<file path="config.mk">
export PLATFORM = sky130hd
export DESIGN_NAME = rst_release_seq_flat
export DESIGN_NICKNAME = d
export VERILOG_FILES = /design/src/rtl/rst_release_seq_if.sv /design/src/rtl/rst_release_seq.sv /design/src/flat_wrapper.sv
export SDC_FILE = /design/constraint.sdc
export NUM_CORES = 1
export LEC_CHECK = 0
export CORE_MARGIN = 2
export CORE_UTILIZATION = 55
export CTS_CLUSTER_SIZE = 14
export DETAILED_ROUTE_END_ITERATION = 10
export MAX_ROUTING_LAYER = met4
export PLACE_DENSITY = 0.86
export SLEW_MARGIN = 0
export SYNTH_ARGS = -nofsm -noshare
export SYNTH_HDL_FRONTEND = slang
export SYNTH_SLANG_ARGS = --single-unit
</file>
<file path="constraint.sdc">
create_clock -name clk_sync -period 2.2 [get_ports clk_sync]
set_clock_uncertainty 0.2 [all_clocks]
set_input_delay 0.66 -clock clk_sync [delete_from_list [all_inputs] [get_ports clk_sync]]
set_output_delay 0.66 -clock clk_sync [all_outputs]
set_load 0.01 [all_outputs]
</file>
<file path="src/rtl/rst_release_seq_if.sv">
// Reset-sequencing handshake between the controlling domain and a peer domain.
// master = sequencer (drives peer reset and status), slave = peer/system side.
interface rst_release_seq_if;
  logic sw_rst_req;
  logic peer_rdy;
  logic peer_rst_n;
  logic rst_done;
  logic busy;
  logic timeout_err;

  modport master (
    input  sw_rst_req,
    input  peer_rdy,
    output peer_rst_n,
    output rst_done,
    output busy,
    output timeout_err
  );

  modport slave (
    output sw_rst_req,
    output peer_rdy,
    input  peer_rst_n,
    input  rst_done,
    input  busy,
    input  timeout_err
  );
endinterface

</file>
<file path="src/rtl/rst_release_seq.sv">
// Sequences reset of a peer clock domain: hold, release, confirm via synchronized peer_rdy, with timeout.
// Latency: peer_rst_n rises HOLD_CYCLES edges after reset; rst_done <= SYNC_STAGES+1 edges after peer_rdy. No backpressure.
module rst_release_seq #(
  parameter int HOLD_CYCLES    = 16,
  parameter int TIMEOUT_CYCLES = 1024,
  parameter int SYNC_STAGES    = 2
) (
  input  logic               clk_sync,
  input  logic               async_rst,
  rst_release_seq_if.master  bus
);

  localparam int HOLD_W = $clog2(HOLD_CYCLES);
  localparam int TO_W   = $clog2(TIMEOUT_CYCLES);
  localparam logic [HOLD_W-1:0] HOLD_LAST = HOLD_W'(HOLD_CYCLES - 1);
  localparam logic [TO_W-1:0]   TO_LAST   = TO_W'(TIMEOUT_CYCLES - 1);

  typedef enum logic [2:0] {
    S_HOLD     = 3'd0,
    S_WAIT_LOW = 3'd1,
    S_RELEASE  = 3'd2,
    S_RUN      = 3'd3,
    S_ERR      = 3'd4
  } state_t;

  state_t              state, state_nxt;
  logic [HOLD_W-1:0]   hold_cnt, hold_nxt;
  logic [TO_W-1:0]     to_cnt, to_nxt;
  logic                peer_rdy_s;
  logic                peer_rst_n_q, rst_done_q, busy_q, timeout_err_q;

  (* ASYNC_REG = "TRUE" *) logic [SYNC_STAGES-1:0] rdy_sync;

  always_ff @(posedge clk_sync or negedge async_rst) begin
    if (!async_rst) rdy_sync <= '0;
    else            rdy_sync <= {rdy_sync[SYNC_STAGES-2:0], bus.peer_rdy};
  end

  assign peer_rdy_s = rdy_sync[SYNC_STAGES-1];

  always_ff @(posedge clk_sync or negedge async_rst) begin
    if (!async_rst) begin
      state    <= S_HOLD;
      hold_cnt <= '0;
      to_cnt   <= '0;
    end else begin
      state    <= state_nxt;
      hold_cnt <= hold_nxt;
      to_cnt   <= to_nxt;
    end
  end

  // Counters default to zero so any state change clears them; they never wrap.
  always_comb begin
    state_nxt = state;
    hold_nxt  = '0;
    to_nxt    = '0;
    case (state)
      S_HOLD: begin
        if (hold_cnt == HOLD_LAST) state_nxt = peer_rdy_s ? S_WAIT_LOW : S_RELEASE;
        else                       hold_nxt  = hold_cnt + 1'b1;
      end
      S_WAIT_LOW: begin
        if (!peer_rdy_s)            state_nxt = S_RELEASE;
        else if (to_cnt == TO_LAST) state_nxt = S_ERR;
        else                        to_nxt    = to_cnt + 1'b1;
      end
      S_RELEASE: begin
        if (peer_rdy_s)             state_nxt = S_RUN;
        else if (to_cnt == TO_LAST) state_nxt = S_ERR;
        else                        to_nxt    = to_cnt + 1'b1;
      end
      S_RUN:   state_nxt = S_RUN;
      S_ERR:   state_nxt = S_ERR;
      default: state_nxt = S_HOLD;
    endcase
    if (bus.sw_rst_req) begin
      state_nxt = S_HOLD;
      hold_nxt  = '0;
      to_nxt    = '0;
    end
  end

  // Outputs decoded from next state so they change on the same edge as the state.
  always_ff @(posedge clk_sync or negedge async_rst) begin
    if (!async_rst) begin
      peer_rst_n_q  <= 1'b0;
      rst_done_q    <= 1'b0;
      busy_q        <= 1'b1;
      timeout_err_q <= 1'b0;
    end else begin
      peer_rst_n_q  <= (state_nxt == S_RELEASE) || (state_nxt == S_RUN);
      rst_done_q    <= (state_nxt == S_RUN);
      busy_q        <= (state_nxt == S_HOLD) || (state_nxt == S_WAIT_LOW) ||
                       (state_nxt == S_RELEASE);
      timeout_err_q <= (state_nxt == S_ERR);
    end
  end

  assign bus.peer_rst_n  = peer_rst_n_q;
  assign bus.rst_done    = rst_done_q;
  assign bus.busy        = busy_q;
  assign bus.timeout_err = timeout_err_q;

endmodule

</file>
<file path="src/flat_wrapper.sv">
// flat-port wrapper written by rule: the top's interface ports become plain ports
module rst_release_seq_flat 
#(
  parameter int HOLD_CYCLES    = 16,
  parameter int TIMEOUT_CYCLES = 1024,
  parameter int SYNC_STAGES    = 2
)
  (clk_sync, async_rst, bus_sw_rst_req, bus_peer_rdy, bus_peer_rst_n, bus_rst_done, bus_busy, bus_timeout_err);
  rst_release_seq_if bus_i ();
  input  logic clk_sync;
  input  logic async_rst;
  input wire logic [$bits(bus_i.sw_rst_req)-1:0] bus_sw_rst_req;
  input wire logic [$bits(bus_i.peer_rdy)-1:0] bus_peer_rdy;
  output wire logic [$bits(bus_i.peer_rst_n)-1:0] bus_peer_rst_n;
  output wire logic [$bits(bus_i.rst_done)-1:0] bus_rst_done;
  output wire logic [$bits(bus_i.busy)-1:0] bus_busy;
  output wire logic [$bits(bus_i.timeout_err)-1:0] bus_timeout_err;
  assign bus_i.sw_rst_req = bus_sw_rst_req;
  assign bus_i.peer_rdy = bus_peer_rdy;
  assign bus_peer_rst_n = bus_i.peer_rst_n;
  assign bus_rst_done = bus_i.rst_done;
  assign bus_busy = bus_i.busy;
  assign bus_timeout_err = bus_i.timeout_err;
  rst_release_seq #(.HOLD_CYCLES(HOLD_CYCLES), .TIMEOUT_CYCLES(TIMEOUT_CYCLES), .SYNC_STAGES(SYNC_STAGES)) u_core (.clk_sync(clk_sync), .async_rst(async_rst), .bus(bus_i));
endmodule
</file>
==> Flow_metrics.wiki, run 1 <==
{| class="wikitable"
! Metric !! Value
|-
| Run status || finished clean
|-
| DRC errors left || 0
|-
| Dominant cells by area after synthesis || sky130_fd_sc_hd__dfrtp_1 54%, sky130_fd_sc_hd__nor2_1 5.5%, sky130_fd_sc_hd__xnor2_1 4.3%
|-
| H-tree lvl count || 1
|-
| Setup crit end || bus_rst_done
|-
| Net Count, Synth || slightly below 100
|-
| Count of buffers from port buffering || 7
|-
| Growth of design area from synthesis to finish || 14.6%
|-
| Netlist Area Pre-Place || about 1000 sq um
|-
| Setup slack of the worst register-to-register path || 300 ps
|-
| Critical path startpoint || u_core.bus.rst_done
|-
| Standard cell with the maximum stage delay on the critical path || sky130_fd_sc_hd__clkdlybuf4s50_1
|-
| Max-slew headroom || between 70 and 80%
|-
| CTS hold repair buffers || 0
|-
| Largest incremental delay on the critical path || approximately 530 ps
|-
| Worst setup slack after layout || approximately 150 ps
|-
| Global-route met3 utilization || under 10%
|-
| Floorplan die width || ~47 microns
|-
| Tcrit/Tclk final || between 90 and 100%
|-
| Number of synthesized flops with an enable pin || 0
|-
| Final slew viol count || 0
|-
| Antenna diodes || 0
|-
| Total track usage || between 10% and 20%
|-
| Fraction of synthesized cell area taken by the top area cell type || roughly 54%
|-
| Global route overflow || 0
|-
| Worst-path clk slew || about 120 ps
|-
| Utilization after layout || about two thirds
|-
| Async set-or-reset flop fraction in the synthesized netlist || 100%
|-
| Share of the yosys chip area belonging to registers || between 50% and 60%
|-
| Cts bufs inserted || 3
|-
| Upper clock frequency limit || 488 MHz
|-
| Core region area || approximately 1700 sq um
|-
| Detailed-router iteration count before antenna repair || 4
|-
| Net switching component of the power || 144 uW
|-
| Commonest cells in the synthesized netlist || 22 x sky130_fd_sc_hd__dfrtp_1, 15 x sky130_fd_sc_hd__nor2_1, 7 x sky130_fd_sc_hd__nand2_1
|-
| Effective utilization at floorplan || roughly 60%
|-
| Nature of the critical path startpoint || flop
|-
| Leading cell type by number of instances after synthesis || sky130_fd_sc_hd__dfrtp_1
|-
| Maximum root-to-sink buffer count || 2
|-
| Antenna violations before repair || 0
|-
| Ports || 8
|-
| Met1 Use GR || 24.7%
|-
| Number of design-rule violations left by the first detailed-router iteration || 15
|-
| Final-report hold violation count || 0
|-
| DPL Wire Length || between 1 and 1.5 mm
|-
| Row count || 15
|-
| Drt via density || ~5.5
|-
| Maximum resistive drop on vdd || about 350 uV
|-
| Crit end category || output port
|-
| Cell internal power dissipation || slightly above 500 uW
|-
| Clock root buffer master || sky130_fd_sc_hd__clkbuf_4
|-
| Final-stage net count || between 100 and 150
|-
| Fraction of final layout cells sized beyond drive strength 1 || a little under a tenth
|-
| Minimum setup slack after placement || -38.7 ps
|-
| Antenna-violating nets left || 0
|-
| Sequential share of power || ~66%
|-
| CP cell instances || clkdlybuf4s50_1
|-
| TritonCTS Sinks || 23
|-
| Combined buffer and inverter count along the critical path || 1
|-
| Clock share of power || between 20% and 30%
|-
| Pin count of the biggest net entering global routing || 24
|-
| Max-Cap Viols || 0
|-
| Die outline height || around 47 microns
|-
| Count of fill cells added during filler insertion || 139
|-
| PD cells || 562 nW/um^2
|-
| Routed length per placed instance || between 10 and 15 microns
|-
| Via count of the first global-routing pass || 655
|-
| Top Family by Delay on Critical Path || buffers and inverters
|-
| CP Data Arrival Time || between 1000 and 1500 ps
|-
| Min Clock Period, post-route || between 2000 and 2500 ps
|-
| Global routing's busiest layer || met2
|-
| Global-route wire length before repair || between 2 and 3 mm
|-
| Largest area contributor in the synthesized netlist || sky130_fd_sc_hd__dfrtp_1
|-
| CTS tree || done
|-
| Hold Slack || ~170 ps
|-
| Switching part of the total power || roughly 22%
|-
| Number of logic stages on the critical path including buffering || 1
|-
| Total power draw || around 660 uW
|-
| Worst-skew pair later-pin latency || 310 ps
|-
| Worst R2R Path Depth || 5
|-
| Overall via count from detail_route || 729
|-
| Synthesis-stage register bit count || 23
|-
| Worst flop-to-flop path endpoint || u_core.bus.timeout_err
|-
| # setup viols final || 0
|-
| Critical path fanouts, max || 1
|-
| Standard cell area after detailed placement || between 1000 and 1500 sq um
|-
| Measured slew at the worst slew-check pin || between 400 and 500 ps
|-
| Startpoint of the most critical register-to-register path || u_core.to_cnt[0]
|-
| Count of unique library cells instantiated by Yosys || 32
|-
| GR Layer Usage met2 || 28.8%
|-
| Type of the worst setup path || flop to output port
|-
| Leakage power total || 0.501 nW
|-
| Ys Warns || 0
|-
| Final WL || between 1.5 and 2 mm
|-
| Kind of path behind the tightest hold check || flop to flop
|-
| Final design instance area without fill || ~1200 sq um
|-
| Part of the total power dissipated in combinational logic || roughly 4.4%
|-
| Final weighted congestion in routability-driven placement || between 0.9 and 1
|-
| Floorplan die area || 2210 sq um
|-
| Critical path required time || around 1300 ps
|-
| Avg Synthesized Cell Area || roughly 11 sq um
|-
| Setup repair after global routing missed its margin || false
|-
| Synth Flop Type || sky130_fd_sc_hd__dfrtp_1
|-
| Synthesized instance count || 93
|}
-- stage by stage --
stage                     std cells  setup TNS [ps]
after floorplan                  93               0
after global placement          128               0
after detailed placement        128           -47.9
after CTS                       132               0
after global routing            132               0
final                           132               0
-- power groups by stage --
stage | registers [mW] | logic (mW) | clock network, mW
3_5_place_dp | 0.443 | 0.0297 | 0
6_report | 0.435 | 0.0287 | 0.193
4_1_cts | 0.435 | 0.0298 | 0.196
2_1_floorplan | 0.442 | 0.0107 | 0
3_3_place_gp | 0.442 | 0.0280 | 0
5_1_grt | 0.436 | 0.0328 | 0.214
-- kinds of logic (layout without fill, tap and decap cells) --
kind of cell / count (synthesis) / after routing / share of synthesized area (%)
AND/OR/NAND/NOR: 42 / 42 / 21.8
buffers and inverters: 4 / 18 / 1.47
XOR/XNOR: 9 / 9 / 7.73
AO/OA/AOI/OAI: 13 / 13 / 9.94
flip-flops: 23 / 23 / 56.6
adder cells (fa/ha/maj): 2 / 2 / 2.45
-- routing by layer --
metal / wire length [microns] / vias up
met5: 0 / -
met4: 56 / 0
met2: 793 / 18
li1: - / 355
met1: 811 / 352
met3: 72 / 4
-- how the worst min path moves through the flow --
stage | cells after the start | slack (ps) | start | endpoint
after detailed placement | 0 | 140 | u_core.rdy_sync[0] | u_core.rdy_sync[1]
after global routing | 0 | 180 | u_core.rdy_sync[0] | u_core.rdy_sync[1]
after CTS | 0 | 170 | u_core.rdy_sync[0] | u_core.rdy_sync[1]
after floorplan | 0 | 130 | u_core.rdy_sync[0] | u_core.rdy_sync[1]
final | 0 | 170 | u_core.rdy_sync[0] | u_core.rdy_sync[1]
after global placement | 0 | 130 | u_core.rdy_sync[0] | u_core.rdy_sync[1]
-- state kept, by name (all words and copies together) (netlist names) --
signal and cells:
u_core.to_cnt 10, u_core.hold_cnt 4, u_core.state 3, u_core.rdy_sync 2, u_core.bus.busy 1, u_core.bus.peer_rst_n 1, u_core.bus.rst_done 1, u_core.bus.timeout_err 1
-- repair_timing --
item                       4_1_cts  5_1_grt
buffers inserted                 0        0
hold endpoints to repair         0        0
gates resized for setup          1        0
setup endpoints to repair        1        0
-- layout make-up --
| cell class | count | area (sq um) | share of cell area, % |
|---|---|---|---|
| tap | 25 | 31.3 | 2.68 |
| timing repair buffer | 10 | 91.3 | 7.82 |
| clock buffer | 4 | 26.3 | 2.25 |
| inverter | 4 | 15.0 | 1.28 |
| multi-input combinational | 66 | 428 | 36.6 |
| sequential | 23 | 577 | 49.4 |
-- layout by cell type (no fill, tap or decap), types with 2 or more instances in the layout --
master                            Yosys  routed
sky130_fd_sc_hd__buf_4                0       3
sky130_fd_sc_hd__a211oi_1             2       2
sky130_fd_sc_hd__o21ai_0              2       2
sky130_fd_sc_hd__clkbuf_4             0       3
sky130_fd_sc_hd__clkdlybuf4s50_1      0       6
sky130_fd_sc_hd__nand3_1              4       4
sky130_fd_sc_hd__ha_1                 2       2
sky130_fd_sc_hd__xnor2_1              5       5
sky130_fd_sc_hd__nand4_1              2       2
sky130_fd_sc_hd__and2_1               2       2
sky130_fd_sc_hd__dfrtp_1             22      22
sky130_fd_sc_hd__nor3_1               3       3
sky130_fd_sc_hd__inv_1                4       4
sky130_fd_sc_hd__nand2_1              7       7
sky130_fd_sc_hd__xor2_1               4       4
sky130_fd_sc_hd__nor2_1              15      15
(Power assumes the default switching activity.)
==> inputs of run 2 (changes only) <==
--- a/config.mk
+++ b/config.mk
@@ -7,7 +7,7 @@
 export LEC_CHECK = 0
 export CORE_MARGIN = 2
 export CORE_UTILIZATION = 55
-export CTS_CLUSTER_SIZE = 14
+export CTS_CLUSTER_SIZE = 28
 export DETAILED_ROUTE_END_ITERATION = 10
 export MAX_ROUTING_LAYER = met4
 export PLACE_DENSITY = 0.86
==> results of run 2 <==
The final DEF is identical to that of run 1; final timing and power are the same.
==> inputs of run 3 (changes only) <==
--- a/config.mk
+++ b/config.mk
@@ -7,6 +7,8 @@
 export LEC_CHECK = 0
 export CORE_MARGIN = 2
 export CORE_UTILIZATION = 55
+export CTS_BUF_LIST = sky130_fd_sc_hd__clkbuf_16
+export CTS_CLUSTER_DIAMETER = 40
 export CTS_CLUSTER_SIZE = 28
 export DETAILED_ROUTE_END_ITERATION = 10
 export MAX_ROUTING_LAYER = met4
==> run 3 against run 2 <==
Against the previous run: utilization increased by 3.1 points; routed wire length increased by 3.7%; cell area increased by 4.6%; clock-buffer cell count decreased by 1; final cell count unchanged; worst hold slack got worse by 15 ps; clock power increased by 95%; sequential power about the same; via count increased by 3.6%; global-route usage decreased by 0.17 points; combinational power increased by 2%.
==> Flow_metrics.wiki, run 3 (synthesized netlist as in run 1, its figures left out) <==
{| class="wikitable"
! Metric !! Value
|-
| Run status || finished clean
|-
| Count of buffers from port buffering || 7 (unchanged)
|-
| Total track usage || 19.5% (-0.17 points)
|-
| Floorplan die area || 2210 sq um (unchanged)
|-
| Global-route wire length before repair || 2.88 mm (+2.5%)
|-
| Standard cell with the maximum stage delay on the critical path || sky130_fd_sc_hd__clkdlybuf4s50_1
|-
| Type of the worst setup path || flop to output port
|-
| Sequential standard cell area || 577 sq um (unchanged)
|-
| Antenna-violating nets left || 0 (unchanged)
|-
| Combined buffer and inverter count along the critical path || 1 (unchanged)
|-
| Via count of the first global-routing pass || 665 (+1.5%)
|-
| Biggest registers after layout || u_core.to_cnt (10), u_core.hold_cnt (4), u_core.state (3)
|-
| Largest register FFs || 10 (unchanged)
|-
| Routed length per placed instance || 13.6 microns (+3.7%)
|-
| Critical path fanouts, max || 1 (unchanged)
|-
| Upper clock frequency limit || 467 MHz (-4.3%)
|-
| Core region area || 1730 sq um (unchanged)
|-
| Effective utilization at floorplan || 59.1% (unchanged)
|-
| Largest incremental delay on the critical path || 520 ps (about the same)
|-
| H-tree lvl count || 1 (unchanged)
|-
| Final WL || 1.80 mm (+3.7%)
|-
| Total area of multi-input combinational cells || 428 sq um (unchanged)
|-
| # setup viols final || 0 (unchanged)
|-
| Maximum root-to-sink buffer count || 2 (unchanged)
|-
| Max-slew headroom || 72.5% (+0.10 points)
|-
| GR Layer Usage met2 || 29.3% (+0.55 points)
|-
| Final weighted congestion in routability-driven placement || 0.903 (unchanged)
|-
| Worst hold path stage count || 0 (unchanged)
|-
| Commonest cells after routing, fill and taps aside || 22 x sky130_fd_sc_hd__dfrtp_1, 15 x sky130_fd_sc_hd__nor2_1, 7 x sky130_fd_sc_hd__nand2_1, 7 x sky130_fd_sc_hd__clkdlybuf4s50_1
|-
| Kind of path behind the tightest hold check || flop to flop
|-
| Fraction of final layout cells sized beyond drive strength 1 || 9.35% (unchanged)
|-
| Measured slew at the worst slew-check pin || 407 ps (-1.48 ps)
|-
| Setup repair after global routing missed its margin || false
|-
| Growth of design area from synthesis to finish || 19.9%
|-
| Max-Cap Viols || 0 (unchanged)
|-
| Top Family by Delay on Critical Path || buffers and inverters
|-
| Met1 Use GR || 25.2% (+0.49 points)
|-
| CP Data Arrival Time || 1280 ps (+90 ps)
|-
| CTS hold repair buffers || 0 (unchanged)
|-
| Maximum resistive drop on vdd || 369 uV (+4.2%)
|-
| CP cell instances || clkdlybuf4s50_1
|-
| Utilization after layout || 70.8% (+3.1 points)
|-
| Critical path required time || 1340 ps (about the same)
|-
| Drt via density || 5.72 (+3.6%)
|-
| Total power draw || 841 uW (+28%)
|-
| Crit end category || output port
|-
| Detailed-router iteration count before antenna repair || 4 (unchanged)
|-
| CTS tree || done
|-
| Count of fill cells added during filler insertion || 128 (-7.9%)
|-
| DPL Wire Length || 1.27 mm (unchanged)
|-
| Global route overflow || 0 (unchanged)
|-
| Min Clock Period, post-route || 2140 ps (+91.4 ps)
|-
| Worst R2R Path Depth || 5 (unchanged)
|-
| Final-report hold violation count || 0 (unchanged)
|-
| Largest reg by FF count || u_core.to_cnt
|-
| Ports || 8 (unchanged)
|-
| TritonCTS Sinks || 23 (unchanged)
|-
| PD cells || 688 nW/um^2 (+23%)
|-
| Antenna diodes || 0 (unchanged)
|-
| Final-stage net count || 114 (unchanged)
|-
| Overall via count from detail_route || 755 (+3.6%)
|-
| Clock root buffer master || sky130_fd_sc_hd__clkbuf_16
|-
| Cts bufs inserted || 3 (unchanged)
|-
| Pin count of the biggest net entering global routing || 24 (unchanged)
|-
| Row count || 15 (unchanged)
|-
| Nature of the critical path startpoint || flop
|-
| Worst-skew pair later-pin latency || 250 ps (-60 ps)
|-
| Worst-path clk slew || 60 ps (-60 ps)
|-
| Antenna violations before repair || 0 (unchanged)
|-
| Leakage power total || 0.531 nW (+5.9%)
|-
| Die outline height || 47.1 microns (unchanged)
|-
| Global-route met3 utilization || 4.23% (+0.77 points)
|-
| Floorplan die width || 47.1 microns (unchanged)
|-
| Number of design-rule violations left by the first detailed-router iteration || 10 (-5)
|-
| Number of logic stages on the critical path including buffering || 1 (unchanged)
|-
| DRC errors left || 0 (unchanged)
|-
| Commonest non-fill, non-tap cell in the layout || sky130_fd_sc_hd__dfrtp_1
|-
| Final slew viol count || 0 (unchanged)
|-
| Tcrit/Tclk final || 97.3% (+4.2 points)
|-
| Global routing's busiest layer || met2
|-
| Resized cells post-CTS || 0 (-1)
|-
| Number of setup buffers added after CTS || 0 (unchanged)
|}
## run 3: cell types whose count changed in the layout (fill, tap and decap cells not counted)
cell                              before  now
sky130_fd_sc_hd__clkbuf_1              1    0
sky130_fd_sc_hd__clkbuf_16             0    3
sky130_fd_sc_hd__clkbuf_4              3    0
sky130_fd_sc_hd__clkdlybuf4s50_1       6    7
sky130_fd_sc_hd__dlygate4sd2_1         1    0
sky130_fd_sc_hd__inv_1                 4    5
## run 3: layout make-up
type,count,share of cell area (%)
clock buffers,3,6.14
flip-flops and latches,23,47.2
well taps,25,2.56
repair buffers,10,7.57
inverters,4,1.23
clock inverters,1,0.307
multi-input cells,66,35.0
## run 3: power by group
group          total, mW  internal, mW  switching [mW]
registers          0.436         0.430         0.00657
clock network      0.376         0.242           0.134
logic             0.0292        0.0132          0.0160
## run 3: worst paths after layout
path,from,endpoint,slack [ps]
worst max-delay path,u_core.bus.busy,bus_busy,60
worst min-delay path,u_core.rdy_sync[0],u_core.rdy_sync[1],150
worst max register to register,u_core.to_cnt[0],u_core.to_cnt[5],280
worst min register to register,u_core.rdy_sync[0],u_core.rdy_sync[1],150
max in group asynchronous,async_rst,u_core.bus.busy,970
min in group asynchronous,async_rst,u_core.state[0],550
## run 3: through the flow
| step | hold slack [ps] | setup WS, ps | std cells | instance area (sq um) | TNS, ps |
|---|---|---|---|---|---|
| after floorplan | 131 | 465 | 93 | 1020 | 0 |
| after global placement | 134 | 35.9 | 128 | 1140 | 0 |
| after detailed placement | 144 | -38.7 | 128 | 1140 | -47.9 |
| after CTS | 157 | 51.1 | 132 | 1220 | 0 |
| after global routing | 167 | 30.1 | 132 | 1220 | 0 |
| final | 155 | 59.0 | 132 | 1220 | 0 |
## run 3: layer usage
layer	part of all wire (%)	vias up
li1	-	361
met1	45	369
met2	49	19
met3	4.0	6
met4	1.5	0
met5	0	-
